**src/rtl/gobou_layer_sched_if.sv**
```systemverilog
// Handshake and per-layer configuration bus between the layer scheduler
// (master) and gobou_ctrl (slave).
interface gobou_layer_sched_if #(
    parameter int LWIDTH        = 10,
    parameter int IMGSIZE       = 12,
    parameter int GOBOU_NETSIZE = 11
) ();
    logic                     req;
    logic                     ack;
    logic [LWIDTH-1:0]        total_in;
    logic [LWIDTH-1:0]        total_out;
    logic [IMGSIZE-1:0]       input_addr;
    logic [IMGSIZE-1:0]       output_addr;
    logic [GOBOU_NETSIZE-1:0] net_addr;

    modport master (
        output req, total_in, total_out, input_addr, output_addr, net_addr,
        input  ack
    );

    modport slave (
        input  req, total_in, total_out, input_addr, output_addr, net_addr,
        output ack
    );
endinterface

```
**src/rtl/gobou_layer_sched.sv**
```systemverilog
// gobou_layer_sched: walks a host-written table of FC layer descriptors,
// presenting each layer's geometry/addresses to gobou_ctrl and running one
// req/ack transaction per layer.
// Optional build macro GOBOU_SCHED_PERF_EN adds the perf_cycles run counter.
module gobou_layer_sched #(
    parameter int LWIDTH        = 10,
    parameter int IMGSIZE       = 12,
    parameter int GOBOU_NETSIZE = 11,
    parameter int LAYERLOG      = 3
) (
    input  logic                     clk,
    input  logic                     xrst,
    input  logic                     cfg_we,
    input  logic [LAYERLOG-1:0]      cfg_layer,
    input  logic [LWIDTH-1:0]        cfg_total_in,
    input  logic [LWIDTH-1:0]        cfg_total_out,
    input  logic [IMGSIZE-1:0]       cfg_input_addr,
    input  logic [IMGSIZE-1:0]       cfg_output_addr,
    input  logic [GOBOU_NETSIZE-1:0] cfg_net_addr,
    input  logic [LAYERLOG:0]        num_layers,
    input  logic                     start,
    input  logic                     abort,
    output logic                     busy,
    output logic                     done,
    output logic [LAYERLOG-1:0]      cur_layer,
`ifdef GOBOU_SCHED_PERF_EN
    output logic [31:0]              perf_cycles,
`endif
    gobou_layer_sched_if.master      gob
);

    localparam int DEPTH = 2 ** LAYERLOG;
    localparam logic [LAYERLOG:0] MAX_COUNT = (LAYERLOG + 1)'(DEPTH);

    typedef struct packed {
        logic [LWIDTH-1:0]        total_in;
        logic [LWIDTH-1:0]        total_out;
        logic [IMGSIZE-1:0]       input_addr;
        logic [IMGSIZE-1:0]       output_addr;
        logic [GOBOU_NETSIZE-1:0] net_addr;
    } desc_t;

    typedef enum logic [2:0] {
        S_IDLE,
        S_LOAD,
        S_REQ,
        S_GAP,
        S_FIN
    } state_t;

    state_t            state;
    state_t            state_next;
    desc_t             desc_table [DEPTH];
    desc_t             desc_out;
    logic [LAYERLOG:0] idx;
    logic [LAYERLOG:0] idx_inc;
    logic [LAYERLOG:0] count;
    logic [LAYERLOG:0] count_clamped;
    logic              start_ok;

    assign idx_inc       = idx + 1'b1;
    assign count_clamped = (num_layers > MAX_COUNT) ? MAX_COUNT : num_layers;
    // abort outranks start even while idle
    assign start_ok      = (state == S_IDLE) && start && !abort;

    // Status and handshake are pure decodes of the registered state.
    assign busy            = (state != S_IDLE);
    assign done            = (state == S_FIN);
    assign gob.req         = (state == S_REQ);
    assign gob.total_in    = desc_out.total_in;
    assign gob.total_out   = desc_out.total_out;
    assign gob.input_addr  = desc_out.input_addr;
    assign gob.output_addr = desc_out.output_addr;
    assign gob.net_addr    = desc_out.net_addr;

    // State register.
    always_ff @(posedge clk or negedge xrst) begin
        if (!xrst) begin
            state <= S_IDLE;
        end else begin
            state <= state_next;
        end
    end

    // Next-state logic; abort overrides every other transition.
    always_comb begin
        state_next = state;
        case (state)
            S_IDLE: begin
                if (start_ok) begin
                    state_next = (count_clamped == '0) ? S_FIN : S_LOAD;
                end
            end
            S_LOAD: state_next = S_REQ;
            S_REQ: begin
                if (gob.ack) begin
                    state_next = S_GAP;
                end
            end
            S_GAP:  state_next = (idx_inc == count) ? S_FIN : S_LOAD;
            S_FIN:  state_next = S_IDLE;
            default: state_next = S_IDLE;
        endcase
        if (abort) begin
            state_next = S_IDLE;
        end
    end

    // Descriptor table: host writes accepted only while idle.
    always_ff @(posedge clk or negedge xrst) begin
        if (!xrst) begin
            for (int unsigned i = 0; i < DEPTH; i++) begin
                desc_table[i] <= '0;
            end
        end else if (cfg_we && (state == S_IDLE)) begin
            desc_table[cfg_layer] <= '{
                total_in:    cfg_total_in,
                total_out:   cfg_total_out,
                input_addr:  cfg_input_addr,
                output_addr: cfg_output_addr,
                net_addr:    cfg_net_addr
            };
        end
    end

    // Run bookkeeping and the held per-layer configuration outputs.
    always_ff @(posedge clk or negedge xrst) begin
        if (!xrst) begin
            count     <= '0;
            idx       <= '0;
            cur_layer <= '0;
            desc_out  <= '0;
        end else if (start_ok) begin
            count <= count_clamped;
            idx   <= '0;
        end else if (!abort) begin
            case (state)
                S_LOAD: begin
                    desc_out  <= desc_table[idx[LAYERLOG-1:0]];
                    cur_layer <= idx[LAYERLOG-1:0];
                end
                S_GAP:   idx <= idx_inc;
                default: ;
            endcase
        end
    end

`ifdef GOBOU_SCHED_PERF_EN
    // Saturating count of busy cycles, restarted by each accepted start.
    always_ff @(posedge clk or negedge xrst) begin
        if (!xrst) begin
            perf_cycles <= '0;
        end else if (start_ok) begin
            perf_cycles <= '0;
        end else if (busy && (perf_cycles != '1)) begin
            perf_cycles <= perf_cycles + 32'd1;
        end
    end
`endif

endmodule

```
**src/flat_wrapper.sv**
```systemverilog
// flat-port wrapper written by rule: the top's interface ports become plain ports
module gobou_layer_sched_flat 
#(
    parameter int LWIDTH        = 10,
    parameter int IMGSIZE       = 12,
    parameter int GOBOU_NETSIZE = 11,
    parameter int LAYERLOG      = 3
)
  (clk, xrst, cfg_we, cfg_layer, cfg_total_in, cfg_total_out, cfg_input_addr, cfg_output_addr, cfg_net_addr, num_layers, start, abort, busy, done, cur_layer, gob_req, gob_total_in, gob_total_out, gob_input_addr, gob_output_addr, gob_net_addr, gob_ack);
  gobou_layer_sched_if #(.LWIDTH(LWIDTH), .IMGSIZE(IMGSIZE), .GOBOU_NETSIZE(GOBOU_NETSIZE)) gob_i ();
  input  logic clk;
  input  logic xrst;
  input  logic cfg_we;
  input  logic [LAYERLOG-1:0] cfg_layer;
  input  logic [LWIDTH-1:0] cfg_total_in;
  input  logic [LWIDTH-1:0] cfg_total_out;
  input  logic [IMGSIZE-1:0] cfg_input_addr;
  input  logic [IMGSIZE-1:0] cfg_output_addr;
  input  logic [GOBOU_NETSIZE-1:0] cfg_net_addr;
  input  logic [LAYERLOG:0] num_layers;
  input  logic start;
  input  logic abort;
  output logic busy;
  output logic done;
  output logic [LAYERLOG-1:0] cur_layer;
  output wire logic [$bits(gob_i.req)-1:0] gob_req;
  output wire logic [$bits(gob_i.total_in)-1:0] gob_total_in;
  output wire logic [$bits(gob_i.total_out)-1:0] gob_total_out;
  output wire logic [$bits(gob_i.input_addr)-1:0] gob_input_addr;
  output wire logic [$bits(gob_i.output_addr)-1:0] gob_output_addr;
  output wire logic [$bits(gob_i.net_addr)-1:0] gob_net_addr;
  input wire logic [$bits(gob_i.ack)-1:0] gob_ack;
  assign gob_req = gob_i.req;
  assign gob_total_in = gob_i.total_in;
  assign gob_total_out = gob_i.total_out;
  assign gob_input_addr = gob_i.input_addr;
  assign gob_output_addr = gob_i.output_addr;
  assign gob_net_addr = gob_i.net_addr;
  assign gob_i.ack = gob_ack;
  gobou_layer_sched #(.LWIDTH(LWIDTH), .IMGSIZE(IMGSIZE), .GOBOU_NETSIZE(GOBOU_NETSIZE), .LAYERLOG(LAYERLOG)) u_core (.clk(clk), .xrst(xrst), .cfg_we(cfg_we), .cfg_layer(cfg_layer), .cfg_total_in(cfg_total_in), .cfg_total_out(cfg_total_out), .cfg_input_addr(cfg_input_addr), .cfg_output_addr(cfg_output_addr), .cfg_net_addr(cfg_net_addr), .num_layers(num_layers), .start(start), .abort(abort), .busy(busy), .done(done), .cur_layer(cur_layer), .gob(gob_i));
endmodule
```
**config.mk**
```make
export PLATFORM = sky130hd
export DESIGN_NAME = gobou_layer_sched_flat
export DESIGN_NICKNAME = d
export VERILOG_FILES = /design/src/rtl/gobou_layer_sched_if.sv /design/src/rtl/gobou_layer_sched.sv /design/src/flat_wrapper.sv
export SDC_FILE = /design/constraint.sdc
export NUM_CORES = 1
export LEC_CHECK = 0
export BUFFER_PORTS_ARGS = -buffer_cell sky130_fd_sc_hd__buf_4
export CORE_ASPECT_RATIO = 2
export CORE_UTILIZATION = 55
export DETAILED_ROUTE_END_ITERATION = 16
export PLACE_DENSITY = 0.76
export SLEW_MARGIN = 30
export SYNTH_ARGS = -nofsm -noshare
export SYNTH_HDL_FRONTEND = slang
export SYNTH_SLANG_ARGS = --single-unit
```
**constraint.sdc**
```tcl
create_clock -name clk -period 2 [get_ports clk]
set_input_delay 0.1 -clock clk [delete_from_list [all_inputs] [get_ports clk]]
set_output_delay 0.1 -clock clk [all_outputs]
set_load 0.01 [all_outputs]
```
# --- Word-level counts from Yosys, hierarchy flattened ---
# Index checks and enable logic that the tools add are counted.
classes:
  order_cmp: 4
  n_addsub: 1
  muxes: 16
  n_reduce_logical: 12
  bitwise: 4
  eq_ne: 8
ops:
  columns: ["op", "n"]
  rows:
  - ["$bwmux W440", 1]
  - ["$bmux W55 S3", 1]
  - ["$demux W55 S3", 1]
  - ["$mux W55", 3]
  - ["$mux W4", 4]
  - ["$mux W3", 5]
  - ["$pmux W3 S4", 1]
  - ["$ge A4 B4 Y1 const B", 2]
  - ["$not A3 Y4", 2]
  - ["$eq A3 B2 Y1 const B", 2]
  - ["$ne A3 B2 Y1 const B", 2]
  - ["$add A4 B1 Y4 const B", 1]
  - ["$eq A4 B4 Y1", 1]
  - ["$gt A4 B4 Y1 const B", 1]
  - ["$logic_and A1 B1 Y1", 4]
  - ["$logic_not A4 Y1", 1]
  - ["$lt A4 B1 Y1 const B", 1]
  - ["$reduce_and A2 Y1", 2]
  - ["$eq A3 B1 Y1 const B", 1]
  - ["$eq A3 B3 Y1 const B", 1]
  - ["$logic_not A3 Y1", 1]
  - ["$reduce_and A3 Y1", 1]
  - ["$reduce_bool A3 Y1", 1]
  - ["$ne A2 B1 Y1 const B", 1]
  - ["other kinds (3)", 4]
totals:
  ff_bits: 509
  inputBits: 68
  out_inout_bits: 61

# --- Logic depth before layout (Yosys ltp) ---
depth:
  ltp_word: 7
  mapped_depth: 8
  mapped_depth_nobuf: 5

# --- Worst setup path after synthesis ---
# Ideal clock, no wire load.
synth_path:
  path_type: "reg2reg"
  startpoint: "reg u_core.state[1]"
  endpoint: "reg u_core.desc_table[410] in the netlist's numbering"
  stages_incl_launch_ff: 7
  t_required_ns: 1.875
  setup_ns: 0.125
  path_slack_ns: 0.102
  t_arrival_ns: 1.773
  period_less_slack_ns: 1.898
  cell_sequence: "dfrtp_1 > buf_2 > nor4b_4 > nand2b_2 > nor3_4 > buf_6 > mux2_2"
synth_between:
  elab_chain_len: 2
synth_lines:
  columns: ["element", "line", "rtl"]
  rows:
  - ["from (decl)", "gobou_layer_sched.sv:51", "state_t state;"]
  - ["from (signal assigned)", "gobou_layer_sched.sv:81", "state <= state_next;"]
  - ["$logic_not A3 Y1", "gobou_layer_sched.sv:115", "end else if (cfg_we && (state == S_IDLE)) begin"]
  - ["$logic_and A1 B1 Y1", "gobou_layer_sched.sv:115", null]
  - ["to (signal, indexed assignment)", "gobou_layer_sched.sv:116", "desc_table[cfg_layer] <= '{"]
  - ["to (decl)", "gobou_layer_sched.sv:53", "desc_t desc_table [DEPTH];"]
# Every way passes these cells.
# A chain may end at the register's enable or synchronous reset.

# --- Worst setup path after layout ---
layout_path:
  startpoint: "reg u_core.state[2]"
  endpoint: "reg u_core.desc_table[196] in the netlist's numbering"
# Same word-level chain as after synthesis.

==> impl_metrics.toml <==
[status]
run_status = "completed"

[sta]
skew_ns = 0.0136
tightest_slew_ns = 0.543
hold_viol = 0
setup_viol = 0
fin_crit_ns = 1.96
setup_ws_ns = 0.0440
maxSlewHeadroom_pct = 63.8
fmax_mhz = 511
finalCritPeriodShare_pct = 97.8
rsz0062_at_grt = "yes"
final-max-slew-violation-count = 0

[drt]
ant_nets = 0
wire_per_inst_um = 21.8
drcViolationCount = 0
top_layer_used = "met4"
route.met3.wl_um = 1500
viasPerCell = 5.91
drtIter0Drc = 777
num_vias = 14100
wl_met1_um = 21300
dr.pass1.iters = 5
routed_wl_um = 52100
dr_wl_met2_um = 27600

[power_and_ir_drop]
power_mw = 33.9
switching_share_pct = 28.1
p_int_mw = 24.4
p_seq_share_pct = 48.7
vdd_drop_max_uv = 714
comb_power_share_pct = 25.0
powerDensity_nw_per_um2 = 1270
clkPwrFrac_pct = 26.3
p_sw_mw = 9.53
p_leak_nw = 11.5

[setup_path]
cp.arrival_ns = 2.39
max_stage_delay_ns = 0.41
criticalPathCategory = "flip-flop to flip-flop"
cp_slowest_cell = "dfrtp_1"
crit_path_cell_trace = "nor4b_4 -> nand2b_4 -> nor3b_4 -> buf_6 -> buf_12 -> mux2_2"
start_kind = "flip-flop"
required_ns = 2.43
cp_max_fo = 21
endpoint_kind = "flip-flop"

[layout]
multiInputGateArea_sq_um = 9240
syn2layout_area_growth_pct = 18.0
n_fill_cell = 3022
final_layout_size_suffix_gt1_share_pct = 37.1
fin_nets = 1890
seq_area_sq_um = 12700

[place]
numPortBuffers = 128
pre_cts_slack_ns = -0.0447
gp_congestion = 0.754
hpwlAfterDp_um = 31500

[floorplanning]
die_w_um = 145
die_h_um = 289
fp-row-count = 104
ios = 129
start_util_pct = 56.0
fp.dieArea_sq_um = 41900
core_sq_um = 40300

[clocking]
insertion_delay_ns = 0.56
numCtsBuffers = 44
cts_tree = "built"
clockBufferDepth = 3
h-tree-depth = 2
path_clk_slew_ns = 0.07
cts_sinks = 509
post_cts_buffers = 0
clockRootBuffer = "clkbuf_16"

[job]
maxCapViolations = 0

[logic_synthesis]
ys_seq_area_share_pct = 56.4
synthFlopType = "dfrtp_1"
ys_types = 40
netlist_instances = 1634
synth_edf_count = 0
yosys-top-cells-area = "dfrtp_1 (56%), mux2_2 (20%), mux2i_1 (9.7%)"
ys_async_sr_fraction_pct = 100
syn_avg_cell_area_sq_um = 13.8
yosysWarnings = 0
synthesis.nets = 1703
synth_seq_cells = 509
yosysTopAreaCell = "dfrtp_1"
netlist_area_sq_um = 22600
yosysTopAreaCellShare_pct = 56.4

[global_route]
grt_first_pass_wirelength_um = 84100
grt_start_max_net_pins = 77
gr-total-overflow = 0
grt_antenna_before_repair = 2
grt_pass1_vias = 15400
grt_usage_pct = 25.5

[worst_hold_path]
min_path_type = "input port to async pin"
==> sequential cells by signal, summed over array words and instances, names as in the netlist <==
register                cells
u_core.desc_table         440
u_core.gob.input_addr      12
u_core.gob.output_addr     12
u_core.gob.net_addr        11
u_core.gob.total_in        10
u_core.gob.total_out       10
u_core.count                4
u_core.idx                  4
u_core.cur_layer            3
u_core.state                3
==> worst paths after layout <==
kind	from	end	slack, ns	depth (start not counted)
max	u_core.state[2]$_DFFE_PN0P_	u_core.desc_table[196]$_DFFE_PN0P_	0.04	6
min reg2reg	u_core.gob.total_out[1]$_DFFE_PN0P_	u_core.gob.total_out[1]$_DFFE_PN0P_	0.48	2
max in group asynchronous	xrst	u_core.desc_table[95]$_DFFE_PN0P_	1.16	3
max reg2reg	u_core.state[2]$_DFFE_PN0P_	u_core.desc_table[196]$_DFFE_PN0P_	0.04	6
min	xrst	u_core.desc_table[237]$_DFFE_PN0P_	0.05	2
min in group clk	start	u_core.state[2]$_DFFE_PN0P_	0.05	4
==> cell usage after synthesis, types with 3 or more instances <==
cell type  instances
dfrtp_1          509
mux2_2           409
mux2i_1          220
nand2_1          127
a22oi_1          110
nand3_1           58
buf_2             39
clkbuf_1          37
mux2_1            34
buf_6             25
o21ai_0            7
buf_1              6
nor2_1             6
xnor2_1            6
buf_4              4
nor3_1             4
nand2b_1           3
nor2b_1            3
==> stage by stage <==
stage                     cell area, sq um  utilization (%)  hold WS (ns)  setup TNS, ns  instances
final                                26700             66.1        0.0457              0       2385
after global placement               24500             60.8        0.0408              0       2244
after CTS                            26700             66.1        0.0219              0       2383
after detailed placement             24500             60.8        0.0458          -1.11       2244
after floorplan                      22600                -        -0.196              0       1634
after global routing                 26700             66.1        0.0476         -0.527       2385
==> kinds of logic (layout without fill, tap and decap cells) <==
kind of cell    after synthesis  after routing  share of synthesized area (%)
flops                       509            509                           56.4
other cells                   0              2                              0
buf+inv                     112            331                           2.97
mux                         663            663                           31.8
xor+xnor                      8              8                          0.310
simple gates                218            218                           4.44
compound gates              123            123                           4.00
fa+ha+maj                     1              1                         0.0554
==> final cells by class <==
cell class,count,area share (%)
timing repair buffer,252,9.40
clock inverter,16,0.793
clock buffer,62,4.84
tap,530,2.49
sequential,509,47.8
antenna,2,0.0188
inverter,1,0.0141
multi-input combinational,1013,34.7
==> cell usage in the layout, fill, tap and decap left out, types with 2 or more instances in the layout <==
cell type	count
dfrtp_1	508
mux2_2	408
mux2i_1	220
buf_4	153
nand2_1	127
a22oi_1	110
dlygate4sd3_1	61
nand3_1	57
clkbuf_16	45
buf_12	36
mux2_1	34
clkbuf_8	10
clkinv_2	9
o21ai_0	7
clkbuf_1	7
xnor2_1	6
nor2_1	5
bufinv_16	5
nor3_1	4
nand2b_1	3
diode_2	2
and2_2	2
nor2_4	2
nand3b_1	2
a31oi_1	2
xor2_1	2
nor2b_4	2
==> power by group through the flow <==
| stage | registers (mW) | clock network [mW] | logic (mW) |
|---|---|---|---|
| 6_report | 16.5 | 8.92 | 8.47 |
| 5_1_grt | 17.0 | 9.46 | 9.31 |
| 4_1_cts | 16.5 | 9.08 | 8.57 |
| 3_5_place_dp | 16.6 | 0 | 8.42 |
| 3_3_place_gp | 16.3 | 0 | 8.02 |
| 2_1_floorplan | 16.2 | 0 | 5.55 |
==> critical path, delay by kind of cell, from the launching register on <==
kind,cells,cell delay (ns)
simple gates,3,0.72
flops,1,0.41
mux,1,0.35
buf+inv,2,0.34
==> layer usage <==
metal | GRT usage (%) | vias to the layer above
met4 | 10.4 | 0
li1 | - | 6284
met3 | 2.81 | 98
met5 | 0 | -
met2 | 46.1 | 255
met1 | 31.1 | 7460
==> what timing repair did <==
action                                  CTS  global route
cloned                                    0             0
pin swaps                                 2             1
endpoints found under the hold margin   958             0
hold buffers                             61             0
gates resized for setup                   3             1
endpoints found under the setup margin   47           118
Note: power is estimated with default switching activity, not from simulation.
